==> config.mk <==
export PLATFORM = sky130hd
export DESIGN_NAME = hazard_stall_ctrl
export DESIGN_NICKNAME = d
export VERILOG_FILES = /design/src/rtl/hazard_stall_ctrl.sv
export SDC_FILE = /design/constraint.sdc
export NUM_CORES = 1
export LEC_CHECK = 0
export ABC_AREA = 1
export BUFFER_PORTS_ARGS = -buffer_cell sky130_fd_sc_hd__buf_2
export CAP_MARGIN = 20
export CORE_ASPECT_RATIO = 1.1
export CORE_MARGIN = 2
export CORE_UTILIZATION = 50
export CTS_CLUSTER_SIZE = 14
export DETAILED_ROUTE_END_ITERATION = 8
export MAX_ROUTING_LAYER = met4
export PLACE_DENSITY = 0.76
export SLEW_MARGIN = 25
export SYNTH_ARGS = -nofsm -noshare
export SYNTH_HDL_FRONTEND = slang
export SYNTH_SLANG_ARGS = --single-unit
==> constraint.sdc <==
create_clock -name clk -period 2 [get_ports clk]
set_input_delay 0.4 -clock clk [delete_from_list [all_inputs] [get_ports clk]]
set_output_delay 0.4 -clock clk [all_outputs]
set_load 0.1 [all_outputs]
==> src/rtl/hazard_stall_ctrl.sv <==
// Pipeline sequencing controller: PC / IF/ID / ID/EX hold, bubble and flush controls for
// load-use hazards, taken branches and multi-cycle MULT/DIV, plus saturating event counters.
module hazard_stall_ctrl #(
    parameter int MD_CYCLES = 4,
    parameter int CNT_W     = 16
) (
    input  logic             clk,
    input  logic             reset,
    input  logic [4:0]       id_rs,
    input  logic [4:0]       id_rt,
    input  logic             id_uses_rs,
    input  logic             id_uses_rt,
    input  logic             ex_mem_read,
    input  logic [4:0]       ex_rt,
    input  logic             ex_md_start,
    input  logic             branch_taken,
    output logic             pc_write,
    output logic             ifid_write,
    output logic             ifid_flush,
    output logic             idex_write,
    output logic             idex_bubble,
    output logic             md_busy,
    output logic             md_done,
    output logic [CNT_W-1:0] stall_cnt,
    output logic [CNT_W-1:0] flush_cnt
);

    typedef enum logic {
        RUN     = 1'b0,
        MD_WAIT = 1'b1
    } state_t;

    localparam logic [3:0] MD_LOAD = 4'(MD_CYCLES - 1);

    state_t           r_state;
    state_t           w_next_state;
    logic [3:0]       r_md_cnt;
    logic [3:0]       w_md_cnt_next;
    logic [CNT_W-1:0] r_stall_cnt;
    logic [CNT_W-1:0] r_flush_cnt;
    logic             w_hazard;

    // Register 0 is never a real load destination, so it cannot create a hazard.
    assign w_hazard = ex_mem_read && (ex_rt != 5'd0) &&
                      ((id_uses_rs && (id_rs == ex_rt)) ||
                       (id_uses_rt && (id_rt == ex_rt)));

    always_ff @(posedge clk or posedge reset) begin
        if (reset) begin
            r_state  <= RUN;
            r_md_cnt <= 4'd0;
        end else begin
            r_state  <= w_next_state;
            r_md_cnt <= w_md_cnt_next;
        end
    end

    always_comb begin
        w_next_state  = r_state;
        w_md_cnt_next = r_md_cnt;
        case (r_state)
            RUN: begin
                if (!branch_taken && ex_md_start) begin
                    w_next_state  = MD_WAIT;
                    w_md_cnt_next = MD_LOAD;
                end
            end
            MD_WAIT: begin
                if (r_md_cnt == 4'd1) begin
                    w_next_state  = RUN;
                    w_md_cnt_next = 4'd0;
                end else begin
                    w_md_cnt_next = r_md_cnt - 4'd1;
                end
            end
            default: begin
                w_next_state  = RUN;
                w_md_cnt_next = 4'd0;
            end
        endcase
    end

    always_comb begin
        pc_write    = 1'b1;
        ifid_write  = 1'b1;
        ifid_flush  = 1'b0;
        idex_write  = 1'b1;
        idex_bubble = 1'b0;
        md_busy     = 1'b0;
        md_done     = 1'b0;
        if (reset) begin
            pc_write    = 1'b0;
            ifid_write  = 1'b0;
            idex_write  = 1'b0;
            idex_bubble = 1'b1;
        end else begin
            case (r_state)
                RUN: begin
                    if (branch_taken) begin
                        ifid_flush  = 1'b1;
                        idex_bubble = 1'b1;
                    end else if (ex_md_start) begin
                        pc_write   = 1'b0;
                        ifid_write = 1'b0;
                        idex_write = 1'b0;
                    end else if (w_hazard) begin
                        pc_write    = 1'b0;
                        ifid_write  = 1'b0;
                        idex_bubble = 1'b1;
                    end
                end
                MD_WAIT: begin
                    md_busy = 1'b1;
                    if (r_md_cnt == 4'd1) begin
                        md_done = 1'b1;
                    end else begin
                        pc_write   = 1'b0;
                        ifid_write = 1'b0;
                        idex_write = 1'b0;
                    end
                end
                default: begin
                    pc_write   = 1'b0;
                    ifid_write = 1'b0;
                    idex_write = 1'b0;
                end
            endcase
        end
    end

    // Counters hold at all-ones instead of wrapping so long runs stay meaningful.
    always_ff @(posedge clk or posedge reset) begin
        if (reset) begin
            r_stall_cnt <= '0;
            r_flush_cnt <= '0;
        end else begin
            if (!pc_write && (r_stall_cnt != {CNT_W{1'b1}})) begin
                r_stall_cnt <= r_stall_cnt + 1'b1;
            end
            if ((r_state == RUN) && branch_taken && (r_flush_cnt != {CNT_W{1'b1}})) begin
                r_flush_cnt <= r_flush_cnt + 1'b1;
            end
        end
    end

    assign stall_cnt = r_stall_cnt;
    assign flush_cnt = r_flush_cnt;

endmodule

==> results.yml, run 1 <==
run_status:
  status: "finished with violations"
  failed_checks: "setup timing"
synthesis:
  seq_area_frac_synth: 0.397
  synthAdderAreaFrac: 0.0215
  synthXorXnorAreaFrac: 0.105
  netlist_area_um2: 2330
  synthMuxAreaShare: 0
  yosysWarnings: 0
  ys_seq_elements: 37
  synth_top_family_by_area: "simple AND/OR/NAND/NOR gates"
  synth_nets: 344
  synth-compound-area-share: 0.0301
  synthMostInstantiatedCell: "nand2_1"
  postSynthAreaPerCell_um2: 7.33
  async_flop_share: 1.00
  synth_ff_type: "dfrtp_1"
  ys_types: 27
  synth_top_area_cell: "dfrtp_1"
  yosysTopAreaCellShare: 0.397
  syn_inst: 318
  synth-edff-count: 0
  synth_area_leaders: "dfrtp_1, nand2_1, nand3_1"
  synthSimpleGateAreaFrac: 0.354
  yosys-top-cells-count: "nand2_1, inv_1, dfrtp_1"
drt:
  routed_via_density: 5.02
  first_pass_iters: 4
  vias: 2210
  drc_errors: 0
  ant_nets: 0
  drt_iter0_markers: 123
  drt-total-wl_um: 5180
  route.detailed.wl_per_inst_um: 11.8
hold_path:
  hp-class: "input port to asynchronous set/reset pin"
critical_path:
  cp.depth: 8
  worstSetupStartpointType: "flop"
  cp_top_family: "flip-flops"
  r2r_start: "stall_cnt[0]$_DFFE_PP0P_"
  rrSetupSlack_ns: 0.29
  crit_chain: "ha_4 -> nand3_4 -> inv_2 -> nor2_2 -> nor2_1 -> nand2_2 -> clkinvlp_4 -> buf_12"
  criticalPathCategory: "flop to output pin"
  critPathMaxStageDelay_ns: 0.41
  crit_path_end_kind: "output pin"
  reg2reg_to: "stall_cnt[13]$_DFFE_PP0P_"
  crit_fanout: 2
  cp_slowest_cell: "dfrtp_1"
  critPathBufInv: 3
  crit_start: "r_md_cnt[0]$_DFFE_PP0P_"
  cp.required_ns: 1.60
  endpoint: "pc_write"
  reg2reg_depth: 8
  cp.arrival_ns: 1.60
timing:
  max_freq_mhz: 499
  layout_setup_ws_ns: -0.00498
  tightestPinTransition_ns: 0.493
  rsz0062_at_grt: "yes"
  tns_ns: -0.00976
  min_period_ns: 2.00
  finalCritPeriodShare: 1.00
  fin_skew_ns: 0.00540
  relSlewSlack: 0.673
  setup_violations: 2
  slew_viol_final: 0
  finalHoldViolations: 0
  hold_slack_ns: 0.346
cts:
  cts_sinks: 37
  clk_pin_slew_ns: 0.08
  cts_buffer_depth: 2
  numCtsBuffers: 5
  htree_levels: 2
  cts_tree: "done"
  root_buffer: "clkbuf_8"
  clk_latency_ns: 0.29
global_route:
  grt_pass1_wl_um: 8820
  gr-total-overflow: 0
  antenna_found_initial: 0
  grt_max_degree: 38
  grt_use_total: 0.215
  grt_pass1_vias: 2027
flow_run:
  drv_cap: 0
placed_design:
  dp_slack_ns: 0.00313
  postPlaceCellArea_um2: 2840
  finalWeightedCongestion: 0.810
  io_buffers: 60
  dpl.hpwl_um: 3850
power:
  internal-power_mw: 1.69
  seqPwrFrac: 0.298
  p_clk_frac: 0.133
  p_leak_nw: 1.58
  p_switching_mw: 2.11
  p_sw_frac: 0.555
  pwr_density_cell_nw_per_um2: 1280
  vdd_ir_drop_max_v: 0.00104
  comb_power_share: 0.569
finish:
  nets: 409
  fin_area_um2: 2980
  area_delta_synth_final_pct: 27.9
  n_antenna_cell: 0
  drive_above_1_share: 0.331
floorplan:
  dieHeight_um: 75.6
  io_pins: 61
  initial_core_util: 0.512
  dieArea_um2: 5220
  coreArea_um2: 4550
  rows: 26
  fp.dieW_um: 69.1
layout make-up:
class | instances | area (um^2)
fill | 395 | 1580
tap | 56 | 70.1
sequential | 37 | 953
clock buffer | 6 | 72.6
multi-input combinational | 231 | 1260
inverter | 44 | 204
timing repair buffer | 64 | 410
clock inverter | 2 | 10.0
worst min path at each step:
| stage | start | to | slack [ns] |
|---|---|---|---|
| finish | reset | r_state$_DFF_PP0_ | 0.35 |
| global route | reset | r_state$_DFF_PP0_ | 0.40 |
| CTS | reset | r_state$_DFF_PP0_ | 0.36 |
| detailed placement | flush_cnt[2]$_DFFE_PP0P_ | flush_cnt[2]$_DFFE_PP0P_ | 0.49 |
| global placement | flush_cnt[2]$_DFFE_PP0P_ | flush_cnt[2]$_DFFE_PP0P_ | 0.48 |
| floorplan | r_md_cnt[3]$_DFFE_PP0P_ | r_md_cnt[3]$_DFFE_PP0P_ | 0.53 |
sequential cells by signal, indices dropped and copies added (netlist names):
| signal | cells |
|---|---|
| flush_cnt | 16 |
| stall_cnt | 16 |
| r_md_cnt | 4 |
| r_state | 1 |
timing repair:
action,CTS,global route
hold buffers,0,0
buffers inserted,2,0
hold endpoints to repair,0,0
setup endpoints to repair,4,4
resized for setup,7,8
pin swaps,3,6
per-stage QoR:
stage          total power, mW  cells  utilization
3_3_place_gp              3.19    430        0.623
3_5_place_dp              3.23    430        0.623
6_report                  3.81    440        0.654
5_1_grt                   4.03    440        0.654
2_1_floorplan             2.85    318            -
4_1_cts                   3.82    440        0.650
cells in the final DEF (no fill, tap or decap), types with 3 or more instances in the layout:
| master | n |
|---|---|
| nand2_2 | 6 |
| nand2_1 | 95 |
| o21ai_0 | 3 |
| nor2_2 | 5 |
| nand3_1 | 31 |
| nand4_1 | 8 |
| a21oi_1 | 4 |
| inv_2 | 6 |
| ha_1 | 3 |
| dfrtp_1 | 15 |
| inv_1 | 32 |
| nor2_1 | 26 |
| buf_4 | 5 |
| xor2_1 | 15 |
| buf_2 | 53 |
| clkbuf_8 | 5 |
| nor3_1 | 5 |
| buf_12 | 5 |
| dfrtp_2 | 22 |
| xnor2_1 | 13 |
power by group through the flow:
stage	registers [mW]	clock network [mW]	logic, mW
after global placement	1.13	0	2.06
after CTS	1.13	0.524	2.16
final	1.14	0.507	2.17
after floorplan	1.94	0	0.903
after detailed placement	1.14	0	2.09
after global routing	1.17	0.558	2.30
metal layers:
layer,global-route usage,vias up,wire (um)
met3,0.0476,6,233
met5,-,-,0
met1,0.248,1028,2170
met2,0.377,55,2720
li1,-,1121,-
met4,0.0763,0,49
cell families (layout without fill, tap and decap cells):
group,after synthesis,in the layout
xor+xnor,28,28
flops,37,37
buf+inv,50,116
compound gates,13,13
fa+ha+maj,4,4
simple gates,186,186
worst reg2reg max path, stage by stage, from the launching register on:
cell and delay, ns:
dfrtp_2 0.40, ha_1 0.23, nand3_1 0.14, nor3_4 0.21, nand3_4 0.23, inv_1 0.18, nor2_1 0.07, nand3_1 0.08
nand2_1 0.05
Note: power is estimated with default switching activity, not from simulation.
==> run 2: changes to the inputs <==
- SETUP_SLACK_MARGIN: unset -> 0.5
==> run 2 against run 1 <==
Net effect:
- the run still ends with setup timing left
- first-iteration DRC count is 87% higher
- register-to-register slack better by 0.06 ns
- wire length is 58% higher
- combinational power is 46% higher
- utilization is 24 points higher
- sequential cell count stayed put
- critical path depth stayed put
- sequential share of layout area is 7.1 points lower
- cell area is 37% higher
- setup slack worse by 0.051 ns
==> results.yml, run 2 (synthesis results as in run 1) <==
run_status:
  status: "finished with violations"
  failed_checks: "setup timing"
floorplan:
  dieArea_um2: 5220
  dieHeight_um: 75.6
  rows: 26
  io_pins: 61
  initial_core_util: 0.512
  coreArea_um2: 4550
  fp.dieW_um: 69.1
critical_path:
  rrSetupSlack_ns: 0.35
  cp.required_ns: 1.60
  reg2reg_to: "stall_cnt[0]$_DFFE_PP0P_"
  cp.arrival_ns: 1.66
  worstSetupStartpointType: "flop"
  reg2reg_depth: 11
  crit_path_end_kind: "output pin"
  r2r_start: "r_md_cnt[0]$_DFFE_PP0P_"
  crit_fanout: 2
  criticalPathCategory: "flop to output pin"
timing:
  min_period_ns: 2.06
  layout_setup_ws_ns: -0.0561
  finalHoldViolations: 0
  relSlewSlack: 0.677
  max_freq_mhz: 486
  fin_skew_ns: 0.00801
  tightestPinTransition_ns: 0.485
  rsz0062_at_grt: "yes"
  slew_viol_final: 0
  setup_violations: 4
  finalCritPeriodShare: 1.03
  tns_ns: -0.111
cts:
  cts_hold_buf: 0
  cts_buffer_depth: 2
  clk_latency_ns: 0.30
  cts_sinks: 37
  clk_pin_slew_ns: 0.08
  cts_tree: "done"
  htree_levels: 2
  root_buffer: "clkbuf_8"
  numCtsBuffers: 5
power:
  pwr_density_cell_nw_per_um2: 1260
  p_leak_nw: 1.95
  vdd_ir_drop_max_v: 0.00102
drt:
  drc_errors: 0
  route.detailed.wl_per_inst_um: 17.1
  routed_via_density: 5.61
  first_pass_iters: 4
  drt-total-wl_um: 8200
  drt_iter0_markers: 230
  ant_nets: 0
  vias: 2689
flow_run:
  drv_cap: 0
finish:
  nets: 448
  drive_above_1_share: 0.548
  final_cell_mix: "nand2_1, buf_4, inv_1, buf_6, nand3_1"
  instances_no_fill: 479
  mostFrequentLayoutCell: "nand2_1"
  nFillCells: 203
  area_delta_synth_final_pct: 75.0
  n_antenna_cell: 0
  final_util: 0.895
global_route:
  grt_pass1_vias: 2355
  grt_pass1_wl_um: 10600
  grt_max_degree: 38
  grt_use_total: 0.262
  gr-total-overflow: 0
  antenna_found_initial: 0
hold_path:
  hp-class: "input port to asynchronous set/reset pin"
placed_design:
  finalWeightedCongestion: 0.814
  io_buffers: 60
  dpl.hpwl_um: 4070
  dp_slack_ns: 0.00247
  dp.cells: 430
## run 2: cell count changes in the layout (fill, tap and decap cells not counted), moves of 10 or more
cell     before  now
nand2_1      95   80
buf_2        53   13
buf_4         5   55
nor2_1       26   14
nand3_1      31   21
dfrtp_4       0   20
dfrtp_1      15    4
buf_6         0   23
nor2_4        1   12
## run 2: worst max-delay path by stage
| stage | startpoint | to | slack (ns) | cells after the start |
|---|---|---|---|---|
| floorplan | id_rs[2] | pc_write | -0.32 | 13 |
| global placement | ex_rt[3] | pc_write | 0.03 | 13 |
| detailed placement | ex_rt[3] | pc_write | 0.002 | 13 |
| CTS | r_md_cnt[0]$_DFFE_PP0P_ | pc_write | -0.02 | 8 |
| global route | r_md_cnt[0]$_DFFE_PP0P_ | idex_write | -0.08 | 8 |
| finish | r_md_cnt[0]$_DFFE_PP0P_ | idex_write | -0.06 | 8 |
## run 2: area by class of cell
cell class / count / area, um^2 / share of cell area
Clock buffer: 6 / 82.6 / 0.0203
Clock inverter: 2 / 37.5 / 0.00921
Inverter: 44 / 224 / 0.0549
Multi-Input combinational cell: 232 / 1680 / 0.412
Sequential cell: 37 / 1020 / 0.249
Tap cell: 56 / 70.1 / 0.0172
Timing Repair Buffer: 102 / 967 / 0.237
## run 2: layer usage
layer	part of all wire	vias up	GRT usage	routed length [um]
li1	-	1209	-	-
met4	0.044	0	0.148	359
met2	0.53	126	0.457	4350
met3	0.055	38	0.0463	450
met5	0	-	-	0
met1	0.37	1316	0.288	3040
## run 2: per-stage QoR
| stage | total power [mW] | hold slack, ns | cell area (um^2) |
|---|---|---|---|
| 6_report | 5.15 | 0.456 | 4080 |
| 5_1_grt | 5.34 | 0.500 | 4080 |
| 4_1_cts | 4.65 | 0.420 | 3640 |
| 3_5_place_dp | 3.48 | 0.482 | 3070 |
| 3_3_place_gp | 3.43 | 0.476 | 3070 |
| 2_1_floorplan | 3.10 | 0.532 | 2700 |
## run 2: repair_timing
item / CTS / global route
gates resized for setup: 66 / 79
endpoints found under the setup margin: 64 / 41
endpoints found under the hold margin: 0 / 0
buffers inserted: 23 / 15
pin swaps: 12 / 47
cloned: 2 / 1
## run 2: report_power, final
part           switching [mW]  total, mW  internal [mW]
Combinational            2.07       3.17           1.10
Sequential              0.285       1.28          0.993
Clock                   0.294      0.699          0.406
Total                    2.65       5.15           2.50
## run 2: critical path, stage by stage, from the launching register on
cell	delay, ns
dfrtp_1	0.43
ha_4	0.19
nand3_4	0.07
inv_4	0.05
buf_6	0.11
buf_6	0.11
a21oi_4	0.18
nor2_4	0.06
buf_12	0.17
